## src/rtl/multicycle_ctrl_pkg.sv

```systemverilog
// Shared constants and types for the multicycle RISC-V control unit.
// Optional feature macro: BNE_SUPPORT_EN (adds BNE handling in BRANCH).
package multicycle_ctrl_pkg;

    localparam int unsigned STATE_W = 4;
    localparam int unsigned OPC_W   = 7;
    localparam int unsigned F3_W    = 3;
    localparam int unsigned ALU_W   = 4;
    localparam int unsigned SRC_W   = 2;
    localparam int unsigned CNT_W   = 8;

    // Major opcodes handled by this controller
    localparam logic [OPC_W-1:0] OPC_LOAD   = 7'b0000011;
    localparam logic [OPC_W-1:0] OPC_STORE  = 7'b0100011;
    localparam logic [OPC_W-1:0] OPC_RTYPE  = 7'b0110011;
    localparam logic [OPC_W-1:0] OPC_BRANCH = 7'b1100011;

    localparam logic [F3_W-1:0] F3_ADD_SUB = 3'b000;
    localparam logic [F3_W-1:0] F3_OR      = 3'b110;
    localparam logic [F3_W-1:0] F3_AND     = 3'b111;
    localparam logic [F3_W-1:0] F3_BEQ     = 3'b000;
`ifdef BNE_SUPPORT_EN
    localparam logic [F3_W-1:0] F3_BNE     = 3'b001;
`endif

    localparam logic [ALU_W-1:0] ALU_AND = 4'b0000;
    localparam logic [ALU_W-1:0] ALU_OR  = 4'b0001;
    localparam logic [ALU_W-1:0] ALU_ADD = 4'b0010;
    localparam logic [ALU_W-1:0] ALU_SUB = 4'b0110;

    localparam logic [SRC_W-1:0] SRC_A_PC     = 2'b00;
    localparam logic [SRC_W-1:0] SRC_A_RS1    = 2'b01;
    localparam logic [SRC_W-1:0] SRC_A_OLD_PC = 2'b10;
    localparam logic [SRC_W-1:0] SRC_B_RS2    = 2'b00;
    localparam logic [SRC_W-1:0] SRC_B_FOUR   = 2'b01;
    localparam logic [SRC_W-1:0] SRC_B_IMM    = 2'b10;

    typedef enum logic [STATE_W-1:0] {
        S_RST      = 4'd0,
        S_FETCH    = 4'd1,
        S_DECODE   = 4'd2,
        S_MEM_ADDR = 4'd3,
        S_MEM_RD   = 4'd4,
        S_MEM_WB   = 4'd5,
        S_MEM_WR   = 4'd6,
        S_EXEC_R   = 4'd7,
        S_R_WB     = 4'd8,
        S_BRANCH   = 4'd9,
        S_FAULT    = 4'd10
    } state_e;

    // Datapath control word produced each cycle
    typedef struct packed {
        logic             pc_write;
        logic             pc_src;
        logic             ir_write;
        logic             mem_read;
        logic             mem_write;
        logic             i_or_d;
        logic             reg_write;
        logic             mem_to_reg;
        logic [SRC_W-1:0] alu_src_a;
        logic [SRC_W-1:0] alu_src_b;
        logic [ALU_W-1:0] alu_ctrl;
        logic             instr_done;
        logic             fault;
    } ctrl_t;

    // States that wait on mem_ready and are guarded by the timeout counter
    function automatic logic is_wait_state(input state_e s);
        return (s == S_FETCH) || (s == S_MEM_RD) || (s == S_MEM_WR);
    endfunction

endpackage

```

## src/rtl/multicycle_ctrl_if.sv

```systemverilog
// Controller <-> datapath/memory bundle: instruction fields and status in, control out.
interface multicycle_ctrl_if;
    import multicycle_ctrl_pkg::*;

    logic [OPC_W-1:0]   opcode;
    logic [F3_W-1:0]    funct3;
    logic               funct7_5;
    logic               zero;
    logic               mem_ready;

    logic               pc_write;
    logic               pc_src;
    logic               ir_write;
    logic               mem_read;
    logic               mem_write;
    logic               i_or_d;
    logic               reg_write;
    logic               mem_to_reg;
    logic [SRC_W-1:0]   alu_src_a;
    logic [SRC_W-1:0]   alu_src_b;
    logic [ALU_W-1:0]   alu_ctrl;
    logic               instr_done;
    logic               fault;
    logic [STATE_W-1:0] state;

    modport master (
        input  opcode, funct3, funct7_5, zero, mem_ready,
        output pc_write, pc_src, ir_write, mem_read, mem_write, i_or_d,
               reg_write, mem_to_reg, alu_src_a, alu_src_b, alu_ctrl,
               instr_done, fault, state
    );

    modport slave (
        output opcode, funct3, funct7_5, zero, mem_ready,
        input  pc_write, pc_src, ir_write, mem_read, mem_write, i_or_d,
               reg_write, mem_to_reg, alu_src_a, alu_src_b, alu_ctrl,
               instr_done, fault, state
    );

endinterface

```

## src/rtl/multicycle_ctrl_alu_dec.sv

```systemverilog
// ALU operation select per controller state; flags unsupported R-type funct3.
module mc_alu_dec
    import multicycle_ctrl_pkg::*;
(
    input  state_e           state,
    input  logic [F3_W-1:0]  funct3,
    input  logic             funct7_5,
    output logic [ALU_W-1:0] alu_ctrl,
    output logic             illegal
);

    always_comb begin
        alu_ctrl = ALU_AND;
        illegal  = 1'b0;
        case (state)
            S_FETCH, S_DECODE, S_MEM_ADDR: alu_ctrl = ALU_ADD;
            S_BRANCH:                      alu_ctrl = ALU_SUB;
            S_EXEC_R: begin
                case (funct3)
                    F3_ADD_SUB: alu_ctrl = funct7_5 ? ALU_SUB : ALU_ADD;
                    F3_AND:     alu_ctrl = ALU_AND;
                    F3_OR:      alu_ctrl = ALU_OR;
                    default:    illegal  = 1'b1;
                endcase
            end
            default: ;
        endcase
    end

endmodule

```

## src/rtl/multicycle_ctrl.sv

```systemverilog
// Multicycle RISC-V controller FSM (ld/sd/R-type/beq) with memory-wait timeout.
// Optional: define BNE_SUPPORT_EN to execute BNE instead of faulting on it.
module multicycle_ctrl
    import multicycle_ctrl_pkg::*;
#(
    parameter int unsigned TIMEOUT_CYCLES = 15
) (
    input logic               clk,
    input logic               rst_n,
    multicycle_ctrl_if.master bus
);

    localparam int unsigned CNT_X_W = CNT_W + 1;
    localparam logic [CNT_X_W-1:0] TIMEOUT_LIM = CNT_X_W'(TIMEOUT_CYCLES);

    state_e           state_q;
    state_e           state_d;
    logic [CNT_W-1:0] wait_cnt_q;
    logic             timeout;
    logic [ALU_W-1:0] alu_ctrl;
    logic             alu_illegal;
    ctrl_t            ctrl;

    mc_alu_dec u_alu_dec (
        .state    (state_q),
        .funct3   (bus.funct3),
        .funct7_5 (bus.funct7_5),
        .alu_ctrl (alu_ctrl),
        .illegal  (alu_illegal)
    );

    // This wait cycle would be the TIMEOUT_CYCLES-th without mem_ready
    assign timeout = !bus.mem_ready &&
                     ((CNT_X_W'(wait_cnt_q) + CNT_X_W'(1)) == TIMEOUT_LIM);

    always_ff @(posedge clk or negedge rst_n) begin
        if (!rst_n) begin
            state_q <= S_RST;
        end else begin
            state_q <= state_d;
        end
    end

    // Cleared on any state change, so every wait state starts counting from zero
    always_ff @(posedge clk or negedge rst_n) begin
        if (!rst_n) begin
            wait_cnt_q <= '0;
        end else if (state_d != state_q) begin
            wait_cnt_q <= '0;
        end else if (is_wait_state(state_q)) begin
            wait_cnt_q <= wait_cnt_q + CNT_W'(1);
        end
    end

    always_comb begin
        state_d       = state_q;
        ctrl          = '0;
        ctrl.alu_ctrl = alu_ctrl;
        case (state_q)
            S_RST: begin
                ctrl.alu_ctrl = ALU_AND;
                state_d       = S_FETCH;
            end
            S_FETCH: begin
                ctrl.mem_read  = 1'b1;
                ctrl.alu_src_a = SRC_A_PC;
                ctrl.alu_src_b = SRC_B_FOUR;
                if (bus.mem_ready) begin
                    ctrl.ir_write = 1'b1;
                    ctrl.pc_write = 1'b1;
                    state_d       = S_DECODE;
                end else if (timeout) begin
                    state_d = S_FAULT;
                end
            end
            S_DECODE: begin
                // Branch target precomputed into ALUOut
                ctrl.alu_src_a = SRC_A_OLD_PC;
                ctrl.alu_src_b = SRC_B_IMM;
                case (bus.opcode)
                    OPC_LOAD, OPC_STORE: state_d = S_MEM_ADDR;
                    OPC_RTYPE:           state_d = S_EXEC_R;
                    OPC_BRANCH:          state_d = S_BRANCH;
                    default:             state_d = S_FAULT;
                endcase
            end
            S_MEM_ADDR: begin
                ctrl.alu_src_a = SRC_A_RS1;
                ctrl.alu_src_b = SRC_B_IMM;
                state_d        = (bus.opcode == OPC_LOAD) ? S_MEM_RD : S_MEM_WR;
            end
            S_MEM_RD: begin
                ctrl.mem_read = 1'b1;
                ctrl.i_or_d   = 1'b1;
                if (bus.mem_ready) begin
                    state_d = S_MEM_WB;
                end else if (timeout) begin
                    state_d = S_FAULT;
                end
            end
            S_MEM_WB: begin
                ctrl.reg_write  = 1'b1;
                ctrl.mem_to_reg = 1'b1;
                ctrl.instr_done = 1'b1;
                state_d         = S_FETCH;
            end
            S_MEM_WR: begin
                ctrl.mem_write = 1'b1;
                ctrl.i_or_d    = 1'b1;
                if (bus.mem_ready) begin
                    ctrl.instr_done = 1'b1;
                    state_d         = S_FETCH;
                end else if (timeout) begin
                    state_d = S_FAULT;
                end
            end
            S_EXEC_R: begin
                ctrl.alu_src_a = SRC_A_RS1;
                ctrl.alu_src_b = SRC_B_RS2;
                state_d        = alu_illegal ? S_FAULT : S_R_WB;
            end
            S_R_WB: begin
                ctrl.reg_write  = 1'b1;
                ctrl.instr_done = 1'b1;
                state_d         = S_FETCH;
            end
            S_BRANCH: begin
                ctrl.alu_src_a = SRC_A_RS1;
                ctrl.alu_src_b = SRC_B_RS2;
                ctrl.pc_src    = 1'b1;
                case (bus.funct3)
                    F3_BEQ: begin
                        ctrl.pc_write   = bus.zero;
                        ctrl.instr_done = 1'b1;
                        state_d         = S_FETCH;
                    end
`ifdef BNE_SUPPORT_EN
                    F3_BNE: begin
                        ctrl.pc_write   = ~bus.zero;
                        ctrl.instr_done = 1'b1;
                        state_d         = S_FETCH;
                    end
`endif
                    default: state_d = S_FAULT;
                endcase
            end
            S_FAULT: begin
                ctrl.fault = 1'b1;
            end
            default: begin
                state_d = S_FAULT;
            end
        endcase
    end

    assign bus.pc_write   = ctrl.pc_write;
    assign bus.pc_src     = ctrl.pc_src;
    assign bus.ir_write   = ctrl.ir_write;
    assign bus.mem_read   = ctrl.mem_read;
    assign bus.mem_write  = ctrl.mem_write;
    assign bus.i_or_d     = ctrl.i_or_d;
    assign bus.reg_write  = ctrl.reg_write;
    assign bus.mem_to_reg = ctrl.mem_to_reg;
    assign bus.alu_src_a  = ctrl.alu_src_a;
    assign bus.alu_src_b  = ctrl.alu_src_b;
    assign bus.alu_ctrl   = ctrl.alu_ctrl;
    assign bus.instr_done = ctrl.instr_done;
    assign bus.fault      = ctrl.fault;
    assign bus.state      = state_q;

endmodule

```

## src/flat_wrapper.sv

```systemverilog
// flat-port wrapper written by rule: the top's interface ports become plain ports
module multicycle_ctrl_flat import multicycle_ctrl_pkg::*;
#(
    parameter int unsigned TIMEOUT_CYCLES = 15
)
  (clk, rst_n, bus_opcode, bus_funct3, bus_funct7_5, bus_zero, bus_mem_ready, bus_pc_write, bus_pc_src, bus_ir_write, bus_mem_read, bus_mem_write, bus_i_or_d, bus_reg_write, bus_mem_to_reg, bus_alu_src_a, bus_alu_src_b, bus_alu_ctrl, bus_instr_done, bus_fault, bus_state);
  multicycle_ctrl_if bus_i ();
  input logic clk;
  input logic rst_n;
  input wire logic [$bits(bus_i.opcode)-1:0] bus_opcode;
  input wire logic [$bits(bus_i.funct3)-1:0] bus_funct3;
  input wire logic [$bits(bus_i.funct7_5)-1:0] bus_funct7_5;
  input wire logic [$bits(bus_i.zero)-1:0] bus_zero;
  input wire logic [$bits(bus_i.mem_ready)-1:0] bus_mem_ready;
  output wire logic [$bits(bus_i.pc_write)-1:0] bus_pc_write;
  output wire logic [$bits(bus_i.pc_src)-1:0] bus_pc_src;
  output wire logic [$bits(bus_i.ir_write)-1:0] bus_ir_write;
  output wire logic [$bits(bus_i.mem_read)-1:0] bus_mem_read;
  output wire logic [$bits(bus_i.mem_write)-1:0] bus_mem_write;
  output wire logic [$bits(bus_i.i_or_d)-1:0] bus_i_or_d;
  output wire logic [$bits(bus_i.reg_write)-1:0] bus_reg_write;
  output wire logic [$bits(bus_i.mem_to_reg)-1:0] bus_mem_to_reg;
  output wire logic [$bits(bus_i.alu_src_a)-1:0] bus_alu_src_a;
  output wire logic [$bits(bus_i.alu_src_b)-1:0] bus_alu_src_b;
  output wire logic [$bits(bus_i.alu_ctrl)-1:0] bus_alu_ctrl;
  output wire logic [$bits(bus_i.instr_done)-1:0] bus_instr_done;
  output wire logic [$bits(bus_i.fault)-1:0] bus_fault;
  output wire logic [$bits(bus_i.state)-1:0] bus_state;
  assign bus_i.opcode = bus_opcode;
  assign bus_i.funct3 = bus_funct3;
  assign bus_i.funct7_5 = bus_funct7_5;
  assign bus_i.zero = bus_zero;
  assign bus_i.mem_ready = bus_mem_ready;
  assign bus_pc_write = bus_i.pc_write;
  assign bus_pc_src = bus_i.pc_src;
  assign bus_ir_write = bus_i.ir_write;
  assign bus_mem_read = bus_i.mem_read;
  assign bus_mem_write = bus_i.mem_write;
  assign bus_i_or_d = bus_i.i_or_d;
  assign bus_reg_write = bus_i.reg_write;
  assign bus_mem_to_reg = bus_i.mem_to_reg;
  assign bus_alu_src_a = bus_i.alu_src_a;
  assign bus_alu_src_b = bus_i.alu_src_b;
  assign bus_alu_ctrl = bus_i.alu_ctrl;
  assign bus_instr_done = bus_i.instr_done;
  assign bus_fault = bus_i.fault;
  assign bus_state = bus_i.state;
  multicycle_ctrl #(.TIMEOUT_CYCLES(TIMEOUT_CYCLES)) u_core (.clk(clk), .rst_n(rst_n), .bus(bus_i));
endmodule
```

## config.mk

```make
export PLATFORM = sky130hd
export DESIGN_NAME = multicycle_ctrl_flat
export DESIGN_NICKNAME = d
export VERILOG_FILES = /design/src/rtl/multicycle_ctrl_pkg.sv /design/src/rtl/multicycle_ctrl_if.sv /design/src/rtl/multicycle_ctrl_alu_dec.sv /design/src/rtl/multicycle_ctrl.sv /design/src/flat_wrapper.sv
export SDC_FILE = /design/constraint.sdc
export NUM_CORES = 1
export LEC_CHECK = 0
export ABC_AREA = 1
export CAP_MARGIN = 10
export CORE_MARGIN = 2
export CORE_UTILIZATION = 46
export CTS_CLUSTER_SIZE = 25
export DETAILED_ROUTE_END_ITERATION = 7
export PLACE_DENSITY = 0.79
export REMOVE_ABC_BUFFERS = 1
export SLEW_MARGIN = 0
export SYNTH_ARGS = -nofsm -noshare
export SYNTH_HDL_FRONTEND = slang
export SYNTH_SLANG_ARGS = --single-unit
```

## constraint.sdc

```tcl
create_clock -name clk -period 2.15 [get_ports clk]
set_clock_uncertainty 0.2 [all_clocks]
set_input_delay 0.5375 -clock clk [delete_from_list [all_inputs] [get_ports clk]]
set_output_delay 0.5375 -clock clk [all_outputs]
set_load 0.05 [all_outputs]
```

==> impl_metrics.py, run 1 <==
metrics = {
    "sta": {
        "grt_worst_setup_endpoint": "u_core.wait_cnt_q[6]$_DFFE_PN0P_/D",
        "endpoint_type": "register data pin",
    },
    "clock_tree": {
        "cts_buffer_depth": 2,
        "clockRootBuffer": "clkbuf_4",
        "numClockSinks": 12,
        "htreeDepth": 1,
        "ctsHoldBuffers": 0,
        "numCtsBuffers": 3,
    },
    "placement": {
        "dp.final_hpwl_um": 3150,
        "portBuffers": 35,
        "place_congestion": 0.8413,
    },
    "synthesis": {
        "syn_area_per_cell_um2": 5.812,
        "ys_seq_elements": 12,
        "seq_area_frac_synth": 0.2545,
        "synth.distinct_cells": 23,
        "netlist_area_mm2": 0.001180,
        "yosysWarnings": 0,
        "synth_ff_type": "dfrtp_1",
        "async_flop_share": 1.000,
        "syn_inst": 203,
        "synth_edf_count": 0,
    },
    "outcome": {
        "outcome": "aborted with a tool error",
        "failing_step": "global routing",
        "first-error": "[ERROR DPL-0038] Utilization greater than 100%, impossible to legalize",
    },
    "global_route": {
        "grt_max_degree": 13,
    },
    "floorplan": {
        "rows": 18,
        "io_pins": 37,
        "die_h_um": 54.65,
        "start_util": 0.4806,
        "die_x_um": 54.65,
    },
}
-- cells in the mapped netlist (2+ instances only) --
library cell | n | share of area
nand2_1 | 65 | 0.21
nor2_1 | 30 | 0.095
inv_1 | 28 | 0.089
nand3_1 | 21 | 0.089
o21ai_0 | 13 | 0.055
dfrtp_1 | 12 | 0.25
nand2_2 | 5 | 0.027
nor2_2 | 5 | 0.027
inv_2 | 4 | 0.013
nand4_1 | 4 | 0.021
nor2_4 | 3 | 0.029
ha_1 | 2 | 0.021
-- cell families after synthesis --
logic type | after synthesis | synth area share
adder cells (fa/ha/maj) | 2 | 0.02121
other | 1 | 0.003178
AND/OR/NAND/NOR | 134 | 0.4984
buffers and inverters | 33 | 0.1082
XOR/XNOR | 1 | 0.007424
flip-flops | 12 | 0.2545
AO/OA/AOI/OAI | 20 | 0.1071
-- what timing repair did --
action                     in CTS
pin swaps                      15
setup endpoints to repair      23
buffers inserted                8
hold endpoints to repair        0
gates resized for setup        53
-- metrics by stage --
stage / area, um^2 / utilization / cells / worst slack [ps]
after CTS: 2192 / 0.8930 / 304 / -121.7
after detailed placement: 1941 / 0.7905 / 293 / -447.2
after global placement: 1941 / 0.7905 / 293 / -372.0
after floorplan: 1172 / - / 202 / -1153
==> run 2: changes to the inputs <==
--- a/config.mk
+++ b/config.mk
@@ -7,11 +7,10 @@
 export LEC_CHECK = 0
 export ABC_AREA = 1
 export CAP_MARGIN = 10
-export CORE_MARGIN = 2
-export CORE_UTILIZATION = 46
-export CTS_CLUSTER_SIZE = 25
+export CORE_AREA = 2 2 63 65
 export DETAILED_ROUTE_END_ITERATION = 7
-export PLACE_DENSITY = 0.79
+export DIE_AREA = 0 0 65 67
+export PLACE_DENSITY_LB_ADDON = 0.15
 export REMOVE_ABC_BUFFERS = 1
 export SLEW_MARGIN = 0
 export SYNTH_ARGS = -nofsm -noshare
==> impl_metrics.py, run 2 <==
metrics = {
    "synthesis": {
        "synth_top_area_cell": "dfrtp_1",
        "synth_common_cells": "nand2_1, nor2_1, inv_1, nand3_1, o21ai_0",
        "synth.distinct_cells": 23,
        "synthTopCellsByArea": "dfrtp_1, nand2_1, nor2_1",
        "synth_edf_count": 0,
        "synth_ff_type": "dfrtp_1",
        "synth_top_area_share": 0.2545,
        "netlist_area_mm2": 0.001180,
        "post-synth-top-count-cell": "nand2_1",
        "seq_area_frac_synth": 0.2545,
        "yosysWarnings": 0,
        "syn_area_per_cell_um2": 5.812,
        "async_flop_share": 1.000,
        "ys_seq_elements": 12,
        "syn_inst": 203,
    },
    "global_route": {
        "grt_pass1_wl_um": 6679,
        "grt_pass1_vias": 1555,
        "grt_use_total": 0.1961,
        "grt_max_degree": 13,
        "antenna_found_initial": 0,
        "gr-total-overflow": 0,
    },
    "sta": {
        "timing.hold.ws_ps": 447.7,
        "tightest_slew_ps": 540.7,
        "fin_crit_ps": 2247,
        "setup_ws_ps": -96.75,
        "setup_viol": 15,
        "relSlewSlack": 0.6384,
        "rsz0062_at_grt": "yes",
        "final_max_slew_viol_count": 0,
        "finalCritPeriodShare": 1.045,
        "fmax_mhz": 445.1,
        "fin_setup_tns_ps": -705.2,
        "final_hold_viol_count": 0,
    },
    "placement": {
        "dp.final_hpwl_um": 2898,
        "place_ws_ps": -423.6,
        "placedCellCount": 321,
        "place_congestion": 0.8125,
        "portBuffers": 35,
        "dpl_cell_area_mm2": 0.002038,
    },
    "power": {
        "powerDensity_mw_per_mm2": 199.9,
        "vdd_drop_max_uv": 345.0,
        "p_leak_nw": 1.204,
        "power_mw": 0.4969,
    },
    "clock_tree": {
        "numClockSinks": 12,
        "clk_latency_ps": 240,
        "htreeDepth": 1,
        "ctsHoldBuffers": 0,
        "cts_buffer_depth": 2,
        "numCtsBuffers": 3,
        "clockRootBuffer": "clkbuf_8",
        "cts_tree": "done",
        "path_clk_slew_ps": 50,
    },
    "floorplan": {
        "rows": 22,
        "fp.coreArea_mm2": 0.003606,
        "die_h_um": 67,
        "die_x_um": 65,
        "die-area_mm2": 0.004355,
        "io_pins": 37,
        "start_util": 0.3272,
    },
    "routing": {
        "routed_wl_um": 4227,
        "vias_per_cell": 4.755,
        "ant_nets": 0,
        "drc_errors": 0,
        "via_count": 1631,
        "dr.first_iter.drc_count": 69,
        "wire_per_inst_um": 12.32,
        "dr.pass1.iters": 4,
    },
    "setup_path": {
        "cp_data_arrival_time_ps": 1510,
        "worst-setup-path-type": "reg -> out",
        "cp-start-kind": "register",
        "worstSetupEndpointType": "output pin",
        "worstPathRequired_ps": 1410,
        "cp_max_fo": 4,
    },
    "layout": {
        "mostFrequentLayoutCells": "nand2_1, buf_4, inv_1, buf_12, nand3_1",
        "largest_reg_flops": 8,
        "final_common_cell": "nand2_1",
        "largest-register": "u_core.wait_cnt_q",
        "drive_above_1_share": 0.5153,
        "nFillCells": 275,
        "antenna_cells": 0,
        "layout.nets": 314,
        "final_area_mm2": 0.002486,
        "fin_util": 0.6895,
        "layout.cells.non_filler": 343,
        "area_delta_synth_final_pct": 110.7,
    },
    "outcome": {
        "outcome": "complete, but fails checks",
        "violations": "setup timing",
    },
    "hold_path": {
        "worstHoldPathType": "in -> async",
    },
    "run": {
        "cap_violations": 0,
    },
}
==> run 2: cell counts after synthesis <==
No cell type changed its count.
==> run 2: cell type report <==
type	instances	area, um^2	area share
timing repair buffer	90	991.0	0.3986
multi-input combinational	158	962.2	0.3870
sequential	12	304.0	0.1223
inverter	32	127.6	0.05133
tap	48	60.06	0.02416
clock buffer	3	41.29	0.01661
==> run 2: per-layer routing <==
layer  GRT usage  share of wire  up-vias
li1            -              -      821
met1      0.2648           0.44      744
met2      0.3376           0.49       58
met3     0.01689          0.059        8
met4     0.04521          0.011        0
met5           0              0        -
==> run 2: repair_timing <==
item	in CTS	in global routing
buffers inserted	10	9
gates resized for setup	57	38
hold endpoints to repair	0	0
setup endpoints to repair	19	21
gates cloned	0	0
pin swaps	29	24
==> run 2: logic make-up (layout without fill, tap and decap cells) <==
family | after synthesis | after routing | synth area share
compound gates | 20 | 20 | 0.1071
xor+xnor | 1 | 1 | 0.007424
fa+ha+maj | 2 | 2 | 0.02121
buf+inv | 33 | 125 | 0.1082
flops | 12 | 12 | 0.2545
other cells | 1 | 1 | 0.003178
simple gates | 134 | 134 | 0.4984
==> run 2: power by group <==
part | switching (mW) | internal (mW) | total [mW]
Sequential | 0 | 0.226 | 0.226
Clock | 0.0840 | 0.124 | 0.208
Combinational | 0.0305 | 0.0328 | 0.0633
Total | 0.114 | 0.382 | 0.497
==> run 2: critical path, stage by stage (launching register included) <==
cell	delay (ps)
dfrtp_1	410
inv_2	90
nand2_4	80
nor2_4	130
inv_2	60
buf_6	120
o211ai_1	140
clkbuf_16	230
==> run 2: final timing paths <==
path	from	end	slack [ps]	depth (start not counted)
setup / recovery	u_core.bus.state[1]	bus_alu_ctrl[1]	-100	7
hold / removal	rst_n	u_core.wait_cnt_q[1]	450	1
setup reg to reg	u_core.bus.state[1]	u_core.wait_cnt_q[3]	-60	14
hold reg to reg	u_core.wait_cnt_q[6]	u_core.wait_cnt_q[6]	470	2
max in group asynchronous	rst_n	u_core.bus.state[3]	910	1
min in group clk	u_core.wait_cnt_q[6]	u_core.wait_cnt_q[6]	470	2
No activity file was read; power rests on OpenSTA's default activity.
